==> config.mk <==
export PLATFORM = sky130hd
export DESIGN_NAME = ad_ip_jesd204_tpl_dac_channel_gen2_flat
export DESIGN_NICKNAME = d
export VERILOG_FILES = /design/src/rtl/ad_ip_jesd204_tpl_dac_channel_gen2_pkg.sv /design/src/rtl/ad_ip_jesd204_tpl_dac_channel_gen2_if.sv /design/src/rtl/ad_ip_jesd204_tpl_dac_pat_mem.sv /design/src/rtl/ad_ip_jesd204_tpl_dac_channel_gen2.sv /design/src/flat_wrapper.sv
export SDC_FILE = /design/constraint.sdc
export NUM_CORES = 2
export LEC_CHECK = 0
export BUFFER_PORTS_ARGS = -buffer_cell sky130_fd_sc_hd__buf_2
export CORE_MARGIN = 4
export CORE_UTILIZATION = 40
export CTS_BUF_LIST = sky130_fd_sc_hd__clkbuf_4
export CTS_CLUSTER_DIAMETER = 120
export CTS_CLUSTER_SIZE = 20
export DETAILED_ROUTE_END_ITERATION = 10
export GPL_ROUTABILITY_DRIVEN = 0
export PLACE_DENSITY = 0.6
export SLEW_MARGIN = 10
export SYNTH_ARGS = -nofsm -noshare
export SYNTH_HDL_FRONTEND = slang
export SYNTH_SLANG_ARGS = --single-unit
export TNS_END_PERCENT = 20
==> constraint.sdc <==
create_clock -name clk -period 12.14 [get_ports clk]
set_input_delay 1.214 -clock clk [delete_from_list [all_inputs] [get_ports clk]]
set_output_delay 1.214 -clock clk [all_outputs]
set_load 0.03 [all_outputs]
==> src/rtl/ad_ip_jesd204_tpl_dac_channel_gen2_pkg.sv <==
// Shared constants for the gen2 TPL DAC channel: source-select codes,
// underflow counter width and pipeline latency.
package ad_ip_jesd204_tpl_dac_pkg;

    localparam logic [3:0] SEL_DDS   = 4'd0;
    localparam logic [3:0] SEL_PAT   = 4'd1;
    localparam logic [3:0] SEL_DMA   = 4'd2;
    localparam logic [3:0] SEL_ZERO  = 4'd3;
    localparam logic [3:0] SEL_NPN7  = 4'd4;
    localparam logic [3:0] SEL_NPN15 = 4'd5;
    localparam logic [3:0] SEL_PN7   = 4'd6;
    localparam logic [3:0] SEL_PN15  = 4'd7;
    localparam logic [3:0] SEL_RAMP  = 4'd8;

    localparam int unsigned UFL_CNT_WIDTH = 16;
    localparam int unsigned PIPE_LATENCY  = 2;

endpackage

==> src/rtl/ad_ip_jesd204_tpl_dac_channel_gen2_if.sv <==
// DMA beat handshake for the gen2 TPL DAC channel (16-bit sample slots).
interface ad_ip_jesd204_tpl_dac_channel_gen2_if #(
    parameter int unsigned DATA_PATH_WIDTH = 4
);
    logic [16*DATA_PATH_WIDTH-1:0] dma_data;
    logic                          dma_valid;
    logic                          dma_ready;

    modport master (output dma_data, output dma_valid, input dma_ready);
    modport slave  (input dma_data, input dma_valid, output dma_ready);
endinterface

==> src/rtl/ad_ip_jesd204_tpl_dac_pat_mem.sv <==
// Simple dual-port pattern RAM, one synchronous read-first read port.
module ad_ip_jesd204_tpl_dac_pat_mem #(
    parameter int unsigned DEPTH = 16,
    parameter int unsigned WIDTH = 64
) (
    input  logic                     clk,
    input  logic                     wr_en,
    input  logic [$clog2(DEPTH)-1:0] wr_addr,
    input  logic [WIDTH-1:0]         wr_data,
    input  logic [$clog2(DEPTH)-1:0] rd_addr,
    output logic [WIDTH-1:0]         rd_data
);
    logic [WIDTH-1:0] mem [DEPTH];

    // Non-blocking read of the same address returns the pre-write contents.
    always_ff @(posedge clk) begin
        if (wr_en) begin
            mem[wr_addr] <= wr_data;
        end
        rd_data <= mem[rd_addr];
    end
endmodule

==> src/rtl/ad_ip_jesd204_tpl_dac_channel_gen2.sv <==
// Per-converter DAC source selector with a fixed 2-cycle latency.
// Optional underflow counter enabled by AD_TPL_DAC_UNDERFLOW_CNT_EN.
module ad_ip_jesd204_tpl_dac_channel_gen2
    import ad_ip_jesd204_tpl_dac_pkg::*;
#(
    parameter int unsigned DATA_PATH_WIDTH      = 4,
    parameter int unsigned CONVERTER_RESOLUTION = 16,
    parameter int unsigned PAT_DEPTH            = 16,
    parameter int unsigned SYNC_SEL_SWITCH      = 1
) (
    input  logic                                             clk,
    input  logic                                             reset,
    ad_ip_jesd204_tpl_dac_channel_gen2_if.slave              dma,
    input  logic [DATA_PATH_WIDTH*CONVERTER_RESOLUTION-1:0]  dds_data,
    input  logic [DATA_PATH_WIDTH*CONVERTER_RESOLUTION-1:0]  pn7_data,
    input  logic [DATA_PATH_WIDTH*CONVERTER_RESOLUTION-1:0]  pn15_data,
    input  logic                                             dac_data_sync,
    input  logic [3:0]                                       dac_data_sel,
    input  logic                                             pat_wr_en,
    input  logic [$clog2(PAT_DEPTH)-1:0]                     pat_wr_addr,
    input  logic [DATA_PATH_WIDTH*CONVERTER_RESOLUTION-1:0]  pat_wr_data,
    input  logic [$clog2(PAT_DEPTH)-1:0]                     pat_last,
    input  logic [CONVERTER_RESOLUTION-1:0]                  ramp_step,
    input  logic                                             dac_underflow_hold,
    input  logic                                             underflow_clr,
    output logic [DATA_PATH_WIDTH*CONVERTER_RESOLUTION-1:0]  dac_data,
    output logic                                             dac_enable,
    output logic [3:0]                                       dac_sel_active,
    output logic                                             dac_underflow,
    output logic [UFL_CNT_WIDTH-1:0]                         dac_underflow_cnt
);
    localparam int unsigned CR = CONVERTER_RESOLUTION;
    localparam int unsigned DW = DATA_PATH_WIDTH * CR;
    localparam int unsigned AW = $clog2(PAT_DEPTH);

    logic [3:0]    sel_active;
    logic [3:0]    sel_d1;
    logic [AW-1:0] pat_ptr;
    logic [CR-1:0] ramp_acc;
    logic [DW-1:0] dds_q, pn7_q, pn15_q, ramp_q, dma_q, pat_q;
    logic [DW-1:0] dma_last, ramp_beat, dma_beat, mux_data;
    logic          sel_load;
    logic          underflow;

    assign sel_load       = (SYNC_SEL_SWITCH != 0) ? dac_data_sync : 1'b1;
    assign dma.dma_ready  = (sel_active == SEL_DMA);
    assign underflow      = dma.dma_ready & ~dma.dma_valid;
    assign dac_underflow  = underflow;
    assign dac_sel_active = sel_active;

    always_comb begin
        ramp_beat = '0;
        dma_beat  = '0;
        for (int unsigned i = 0; i < DATA_PATH_WIDTH; i++) begin
            ramp_beat[i*CR +: CR] = ramp_acc + CR'(i) * ramp_step;
            dma_beat[i*CR +: CR]  = dma.dma_data[16*i +: CR];
        end
    end

    ad_ip_jesd204_tpl_dac_pat_mem #(
        .DEPTH (PAT_DEPTH),
        .WIDTH (DW)
    ) i_pat_mem (
        .clk     (clk),
        .wr_en   (pat_wr_en),
        .wr_addr (pat_wr_addr),
        .wr_data (pat_wr_data),
        .rd_addr (pat_ptr),
        .rd_data (pat_q)
    );

    // Stage 1: source beats, playback pointers and select alignment.
    always_ff @(posedge clk) begin
        if (reset) begin
            sel_active <= SEL_ZERO;
            sel_d1     <= SEL_ZERO;
            pat_ptr    <= '0;
            ramp_acc   <= '0;
            dds_q      <= '0;
            pn7_q      <= '0;
            pn15_q     <= '0;
            ramp_q     <= '0;
            dma_q      <= '0;
            dma_last   <= '0;
        end else begin
            if (sel_load) begin
                sel_active <= dac_data_sel;
            end
            sel_d1 <= sel_active;

            if (dac_data_sync) begin
                pat_ptr <= '0;
            end else if (sel_active == SEL_PAT) begin
                pat_ptr <= (pat_ptr >= pat_last) ? '0 : pat_ptr + 1'b1;
            end

            if (dac_data_sync) begin
                ramp_acc <= '0;
            end else if (sel_active == SEL_RAMP) begin
                ramp_acc <= ramp_acc + CR'(DATA_PATH_WIDTH) * ramp_step;
            end

            dds_q  <= dds_data;
            pn7_q  <= pn7_data;
            pn15_q <= pn15_data;
            ramp_q <= ramp_beat;

            if (dma.dma_ready && dma.dma_valid) begin
                dma_last <= dma_beat;
                dma_q    <= dma_beat;
            end else if (underflow && dac_underflow_hold) begin
                dma_q <= dma_last;
            end else begin
                dma_q <= '0;
            end
        end
    end

    always_comb begin
        mux_data = dds_q;
        case (sel_d1)
            SEL_PAT:   mux_data = pat_q;
            SEL_DMA:   mux_data = dma_q;
            SEL_ZERO:  mux_data = '0;
            SEL_NPN7:  mux_data = ~pn7_q;
            SEL_NPN15: mux_data = ~pn15_q;
            SEL_PN7:   mux_data = pn7_q;
            SEL_PN15:  mux_data = pn15_q;
            SEL_RAMP:  mux_data = ramp_q;
            default:   mux_data = dds_q;
        endcase
    end

    // Stage 2: output register.
    always_ff @(posedge clk) begin
        if (reset) begin
            dac_data   <= '0;
            dac_enable <= 1'b0;
        end else begin
            dac_data   <= mux_data;
            dac_enable <= (sel_d1 == SEL_DMA);
        end
    end

`ifdef AD_TPL_DAC_UNDERFLOW_CNT_EN
    logic [UFL_CNT_WIDTH-1:0] ufl_cnt;

    always_ff @(posedge clk) begin
        if (reset) begin
            ufl_cnt <= '0;
        end else if (underflow_clr) begin
            ufl_cnt <= '0;
        end else if (underflow && (ufl_cnt != '1)) begin
            ufl_cnt <= ufl_cnt + 1'b1;
        end
    end

    assign dac_underflow_cnt = ufl_cnt;
`else
    logic unused_underflow_clr;
    assign unused_underflow_clr = underflow_clr;
    assign dac_underflow_cnt    = '0;
`endif

endmodule

==> src/flat_wrapper.sv <==
// flat-port wrapper written by rule: the top's interface ports become plain ports
module ad_ip_jesd204_tpl_dac_channel_gen2_flat import ad_ip_jesd204_tpl_dac_pkg::*;
#(
    parameter int unsigned DATA_PATH_WIDTH      = 4,
    parameter int unsigned CONVERTER_RESOLUTION = 16,
    parameter int unsigned PAT_DEPTH            = 16,
    parameter int unsigned SYNC_SEL_SWITCH      = 1
)
  (clk, reset, dds_data, pn7_data, pn15_data, dac_data_sync, dac_data_sel, pat_wr_en, pat_wr_addr, pat_wr_data, pat_last, ramp_step, dac_underflow_hold, underflow_clr, dac_data, dac_enable, dac_sel_active, dac_underflow, dac_underflow_cnt, dma_dma_data, dma_dma_valid, dma_dma_ready);
  ad_ip_jesd204_tpl_dac_channel_gen2_if #(.DATA_PATH_WIDTH(DATA_PATH_WIDTH)) dma_i ();
  input  logic clk;
  input  logic reset;
  input  logic [DATA_PATH_WIDTH*CONVERTER_RESOLUTION-1:0] dds_data;
  input  logic [DATA_PATH_WIDTH*CONVERTER_RESOLUTION-1:0] pn7_data;
  input  logic [DATA_PATH_WIDTH*CONVERTER_RESOLUTION-1:0] pn15_data;
  input  logic dac_data_sync;
  input  logic [3:0] dac_data_sel;
  input  logic pat_wr_en;
  input  logic [$clog2(PAT_DEPTH)-1:0] pat_wr_addr;
  input  logic [DATA_PATH_WIDTH*CONVERTER_RESOLUTION-1:0] pat_wr_data;
  input  logic [$clog2(PAT_DEPTH)-1:0] pat_last;
  input  logic [CONVERTER_RESOLUTION-1:0] ramp_step;
  input  logic dac_underflow_hold;
  input  logic underflow_clr;
  output logic [DATA_PATH_WIDTH*CONVERTER_RESOLUTION-1:0] dac_data;
  output logic dac_enable;
  output logic [3:0] dac_sel_active;
  output logic dac_underflow;
  output logic [UFL_CNT_WIDTH-1:0] dac_underflow_cnt;
  input wire logic [$bits(dma_i.dma_data)-1:0] dma_dma_data;
  input wire logic [$bits(dma_i.dma_valid)-1:0] dma_dma_valid;
  output wire logic [$bits(dma_i.dma_ready)-1:0] dma_dma_ready;
  assign dma_i.dma_data = dma_dma_data;
  assign dma_i.dma_valid = dma_dma_valid;
  assign dma_dma_ready = dma_i.dma_ready;
  ad_ip_jesd204_tpl_dac_channel_gen2 #(.DATA_PATH_WIDTH(DATA_PATH_WIDTH), .CONVERTER_RESOLUTION(CONVERTER_RESOLUTION), .PAT_DEPTH(PAT_DEPTH), .SYNC_SEL_SWITCH(SYNC_SEL_SWITCH)) u_core (.clk(clk), .reset(reset), .dma(dma_i), .dds_data(dds_data), .pn7_data(pn7_data), .pn15_data(pn15_data), .dac_data_sync(dac_data_sync), .dac_data_sel(dac_data_sel), .pat_wr_en(pat_wr_en), .pat_wr_addr(pat_wr_addr), .pat_wr_data(pat_wr_data), .pat_last(pat_last), .ramp_step(ramp_step), .dac_underflow_hold(dac_underflow_hold), .underflow_clr(underflow_clr), .dac_data(dac_data), .dac_enable(dac_enable), .dac_sel_active(dac_sel_active), .dac_underflow(dac_underflow), .dac_underflow_cnt(dac_underflow_cnt));
endmodule
* Word-level counts from Yosys, hierarchy flattened
Memories as Yosys holds them, arrays and structs flattened. A register that Yosys moved wholly into a read port is not among the register bits.
Index checks and enable logic that the tools add are counted.
** Cells by class
- Add/subtract/negate cells :: 5
- $mul :: 1
- Order comparisons :: 1
- Equality and inequality tests :: 11
- Mux-type cells :: 6
- Bitwise logic cells :: 4
- Reductions and logical operators :: 3
** Operators with widths (number)
- 64-bit one-hot mux with 8 select lines :: 1
- 64-bit two-way mux :: 2
- 64-bit NOT :: 2
- 16-bit adder :: 4
- 4-bit by 3-bit equality test with 1-bit output (second input constant) :: 4
- 2-bit by 16-bit multiplier with 16-bit output (first input constant) :: 1
- 4-bit by 2-bit equality test with 1-bit output (second input constant) :: 3
- 4-bit by 1-bit equality test with 1-bit output (second input constant) :: 2
- 4-bit equality test (second input constant) :: 2
- 4-bit by 1-bit adder with 4-bit output (second input constant) :: 1
- 4-bit >= comparator :: 1
- 4-bit two-way mux :: 1
- 1-bit logical AND :: 2
- 1-bit two-way mux :: 2
- 2-bit OR reduction :: 1
- 1-bit AND :: 1
- 1-bit NOT :: 1
** Storage, ports and cells
- Register bits :: 477
- Bits in writable memories :: 1024
- Input bits :: 355
- Output and inout port bits :: 87
- Word-level logic and storage cells :: 44
- Memories kept :: 1
** Memories
- u_core.i_pat_mem.mem :: words 16, width 64, read ports 1, clocked after memory_dff 1, wr ports 1, RTL line ad_ip_jesd204_tpl_dac_pat_mem.sv:13 : logic [WIDTH-1:0] mem [DEPTH];

* Depth between registers and ports, before layout
- Depth in word-level cells :: 5
- Gate-level depth with buffers :: 10
- Mapped depth without buffers :: 10

* By module
A second synthesis with hierarchy kept.
** Unflattened totals
- Cells, all modules :: 3573
- Area total of the unflattened synthesis :: 58357.2 um2
** Modules (own cells, without submodules)
- ad_ip_jesd204_tpl_dac_pat_mem :: instances 1, cells each 1647, area each 39581.7 um2, sequential area each 32030.7 um2
- ad_ip_jesd204_tpl_dac_channel_gen2 :: instances 1, cells each 1926, area each 18775.5 um2, sequential area each 9409.0 um2

* Worst setup path before layout
Ideal clock, no wire load.
- Path type :: input to register
- Start :: in pat_wr_addr[2]
- End :: mem u_core.i_pat_mem.mem[0][0] (enable)
- Library setup time :: 0.565 ns
- Data arrival time :: 6.077 ns
- Data required time :: 11.575 ns
- Path slack :: 5.497 ns
- Stages on the path :: 2
- Path buffers :: 0
- Cells stage by stage :: or3b_2 > nor3_1
** RTL lines
- start: declaration :: RTL line flat_wrapper.sv:19 : input logic [$clog2(PAT_DEPTH)-1:0] pat_wr_addr;
- end: declaration :: RTL line ad_ip_jesd204_tpl_dac_pat_mem.sv:13
Straight into the memory's write port.

* Final worst setup path
- Start :: reg u_core.sel_active[1], in the netlist u_core.dac_sel_active[1]
- End :: out dac_underflow
** Between the ends
- Cells in the longest elaborated chain, start to end :: 2
** RTL lines
- start: declaration :: RTL line ad_ip_jesd204_tpl_dac_channel_gen2.sv:36 : logic [3:0] sel_active;
- start signal: assignment :: RTL line ad_ip_jesd204_tpl_dac_channel_gen2.sv:87 : sel_active <= dac_data_sel;
- 4-bit by 2-bit equality test with 1-bit output :: RTL line ad_ip_jesd204_tpl_dac_channel_gen2.sv:46 : assign dma.dma_ready = (sel_active == SEL_DMA);
- 1-bit AND :: RTL line ad_ip_jesd204_tpl_dac_channel_gen2.sv:47 : assign underflow = dma.dma_ready & ~dma.dma_valid;
- end: declaration :: RTL line flat_wrapper.sv:28 : output logic dac_underflow;
Every way passes these cells.

==> impl_metrics.ini <==
[run_status]
outcome = completed

[drt]
routed_wl_um = 157900
drtIter0Drc = 3141
ant_nets = 0
via_per_inst = 5.473
drc_errors = 0
wl_per_cell_um = 26.29
dr.pass1.iters = 6
vias = 32865

[synthesis]
synth_common_cells = edfxtp_1, dfxtp_1, mux4_2
yosys_warnings = 0
yosys.area.top_type = edfxtp_1
synthCells = 3652
synth_seq_cells = 1558
async_flop_share = 0
synthTopCellsByArea = edfxtp_1, dfxtp_1, mux4_2, nor2b_1, a21oi_1
synth_most_common_cell = edfxtp_1
synth_edf_count = 1024
yosys.area.top_type_share = 0.5170
yosysUniqueCellTypes = 66
synth_area_um2 = 59480
synth_ff_type = edfxtp_1
seq_area_frac_synth = 0.6967
syn_avg_cell_area_um2 = 16.29

[floorplan]
row_count = 141
die_w_um = 393.6
coreArea_um2 = 147700
die-area_um2 = 154900
initial_core_util = 0.4028
ios = 442
die_y_um = 393.6

[worst_setup_path]
worst_path_largest_cell_delay_ns = 0.66
crit_type = reg2out
worstPathMaxFanout = 7
crit_arrival_ns = 2.57
required_ns = 10.93
path_cells = nor4b_4 -> nor2b_1 -> buf_2
cp_slowest_cell = dfxtp_1
endpoint_kind = primary output
startpoint_type = flip-flop

[cts]
clkTransAtPathRegs_ns = 0.21
clkLatencyLatePin_ns = 1.10
postCtsSetupBuffers = 0
cts_resized = 0
numCtsBuffers = 88
htree_levels = 3
cts_tree = done
hold_buffers = 0
clock_sinks = 1558
ctsRootBufferMaster = clkbuf_4
cts_buffer_depth = 3

[grt]
grt_first_pass_wirelength_um = 227900
grt_max_degree = 146
antenna_found_initial = 53
grt_pass1_vias = 32697
grt_overflow = 0
track_usage = 0.1987

[placement]
dpl_cell_area_um2 = 63550
io_buffers = 424
place_ws_ns = 8.157
dp_hpwl_um = 99620

[sta]
slew_headroom = 0.3094
finalHoldViolations = 0
max_freq_ghz = 0.2644
fin_ws_ns = 8.358
slew_violations = 0
rsz0062_at_grt = no
post-route-period-util = 0.3116
finalClockSkew_ns = 0.07350
setup_tns_ns = 0
worst_slew_pin_slew_ns = 1.036
setup_viol = 0
layout_min_cycle_time_ns = 3.782

[power_and_ir_drop]
p_leak_nw = 21.32
p_total_w = 0.008433
power_density_nw_per_um2 = 130.3
ir_drop_uv = 85.52

[finish]
syn_to_final_growth_pct = 8.842
fin_nets = 4428
fillers = 13070
fin_util = 0.4384
finish.instance_area_um2 = 64740
final_layout_size_suffix_gt1_frac = 0.2469

[run]
drv_cap = 0

[hold_path]
min-delay-path-class = in2reg
path summary, 6_finish.rpt:
kind                                                            start                                    to  slack [ns]  depth (start not counted)
worst max register to register         u_core.pat_ptr[0]$_SDFFE_PP0N_  u_core.i_pat_mem.rd_data[16]$_DFF_P_        8.42                          4
worst max-delay path            u_core.dac_sel_active[1]$_SDFFE_PP1P_                         dac_underflow        8.36                          3
worst min register to register       u_core.dma_last[16]$_SDFFE_PP0P_           u_core.dma_q[16]$_SDFF_PP0_        0.45                          2
worst min-delay path                                     dds_data[39]           u_core.dds_q[39]$_SDFF_PP0_        0.32                          2
routing by layer:
layer  vias to the layer above  part of all wire  wire length (um)  global-route usage
met5                         -            0.0011               180                   0
met4                        28             0.024              3725             0.05197
met3                       213             0.069             10820             0.03664
met2                      1012              0.48             75630              0.3241
met1                     16881              0.43             67500              0.2760
li1                      14731                 -                 -                   -
registers in the layout, summed over array words and instances (netlist names):
name and count:
u_core.ramp_q 59, u_core.pat_ptr 4, u_core.sel_d1 4, u_core.ramp_acc 14
u_core.dma_q 64, u_core.dma_last 64, u_core.dac_sel_active 4, u_core.pn7_q 64
u_core.i_pat_mem.rd_data 64, u_core.pn15_q 64, u_core.dds_q 64, u_core.i_pat_mem.mem 1024
u_core.dac_enable 1, u_core.dac_data 64
stage by stage:
| stage | hold slack, ns | cells |
|---|---|---|
| global route | 0.2418 | 5989 |
| finish | 0.3151 | 6005 |
| CTS | 0.1648 | 5985 |
| floorplan | 0.4366 | 3667 |
| detailed placement | 0.4436 | 5838 |
| global placement | 0.4413 | 5838 |
power by group:
part | internal, W | switching [W] | leakage, nW
combinational | 0.000193 | 0.000314 | 6.99
sequential | 0.00578 | 0.0000618 | 13.7
clock | 0.000544 | 0.00154 | 0.675
cell families (layout without fill, tap and decap cells):
logic type	count (synthesis)	after routing	synth area share
other	1	36	0.00006305
AOI/OAI and AO/OA	637	637	0.07070
adders and majority gates	75	75	0.01792
buffers and inverters	264	652	0.02118
DFF	1558	1558	0.6967
muxes	345	345	0.1256
and+or+nand+nor	735	735	0.06233
xor gates and xnor gates	37	37	0.005448
cell usage in the layout (no fill, tap or decap), types with 71 or more instances in the layout:
cell      Yosys  layout
a211oi_1     71      71
a21oi_1     274     274
buf_2        35     423
clkbuf_4      0     140
dfxtp_1     534     528
edfxtp_1   1024    1024
mux4_2      320     320
nand2_1     233     232
nor2_1      128     115
nor2b_1     281     281
critical path: cells and delay by family, from the launching register on:
kind          cells  cell delay [ns]
simple gates      2             0.60
flops             1             0.66
buf+inv           1             0.22
cell type report:
| cell class | instances | area, um2 | share of cell area |
|---|---|---|---|
| diodes | 20 | 50.05 | 0.0007731 |
| clock buffers | 140 | 1051 | 0.01624 |
| clock inverters | 7 | 81.33 | 0.001256 |
| inverters | 21 | 78.83 | 0.001218 |
| multi-input cells | 1845 | 16990 | 0.2625 |
| flip-flops and latches | 1558 | 41460 | 0.6405 |
| well taps | 1930 | 2415 | 0.03730 |
| repair buffers | 484 | 2608 | 0.04028 |
(Power assumes the default switching activity.)
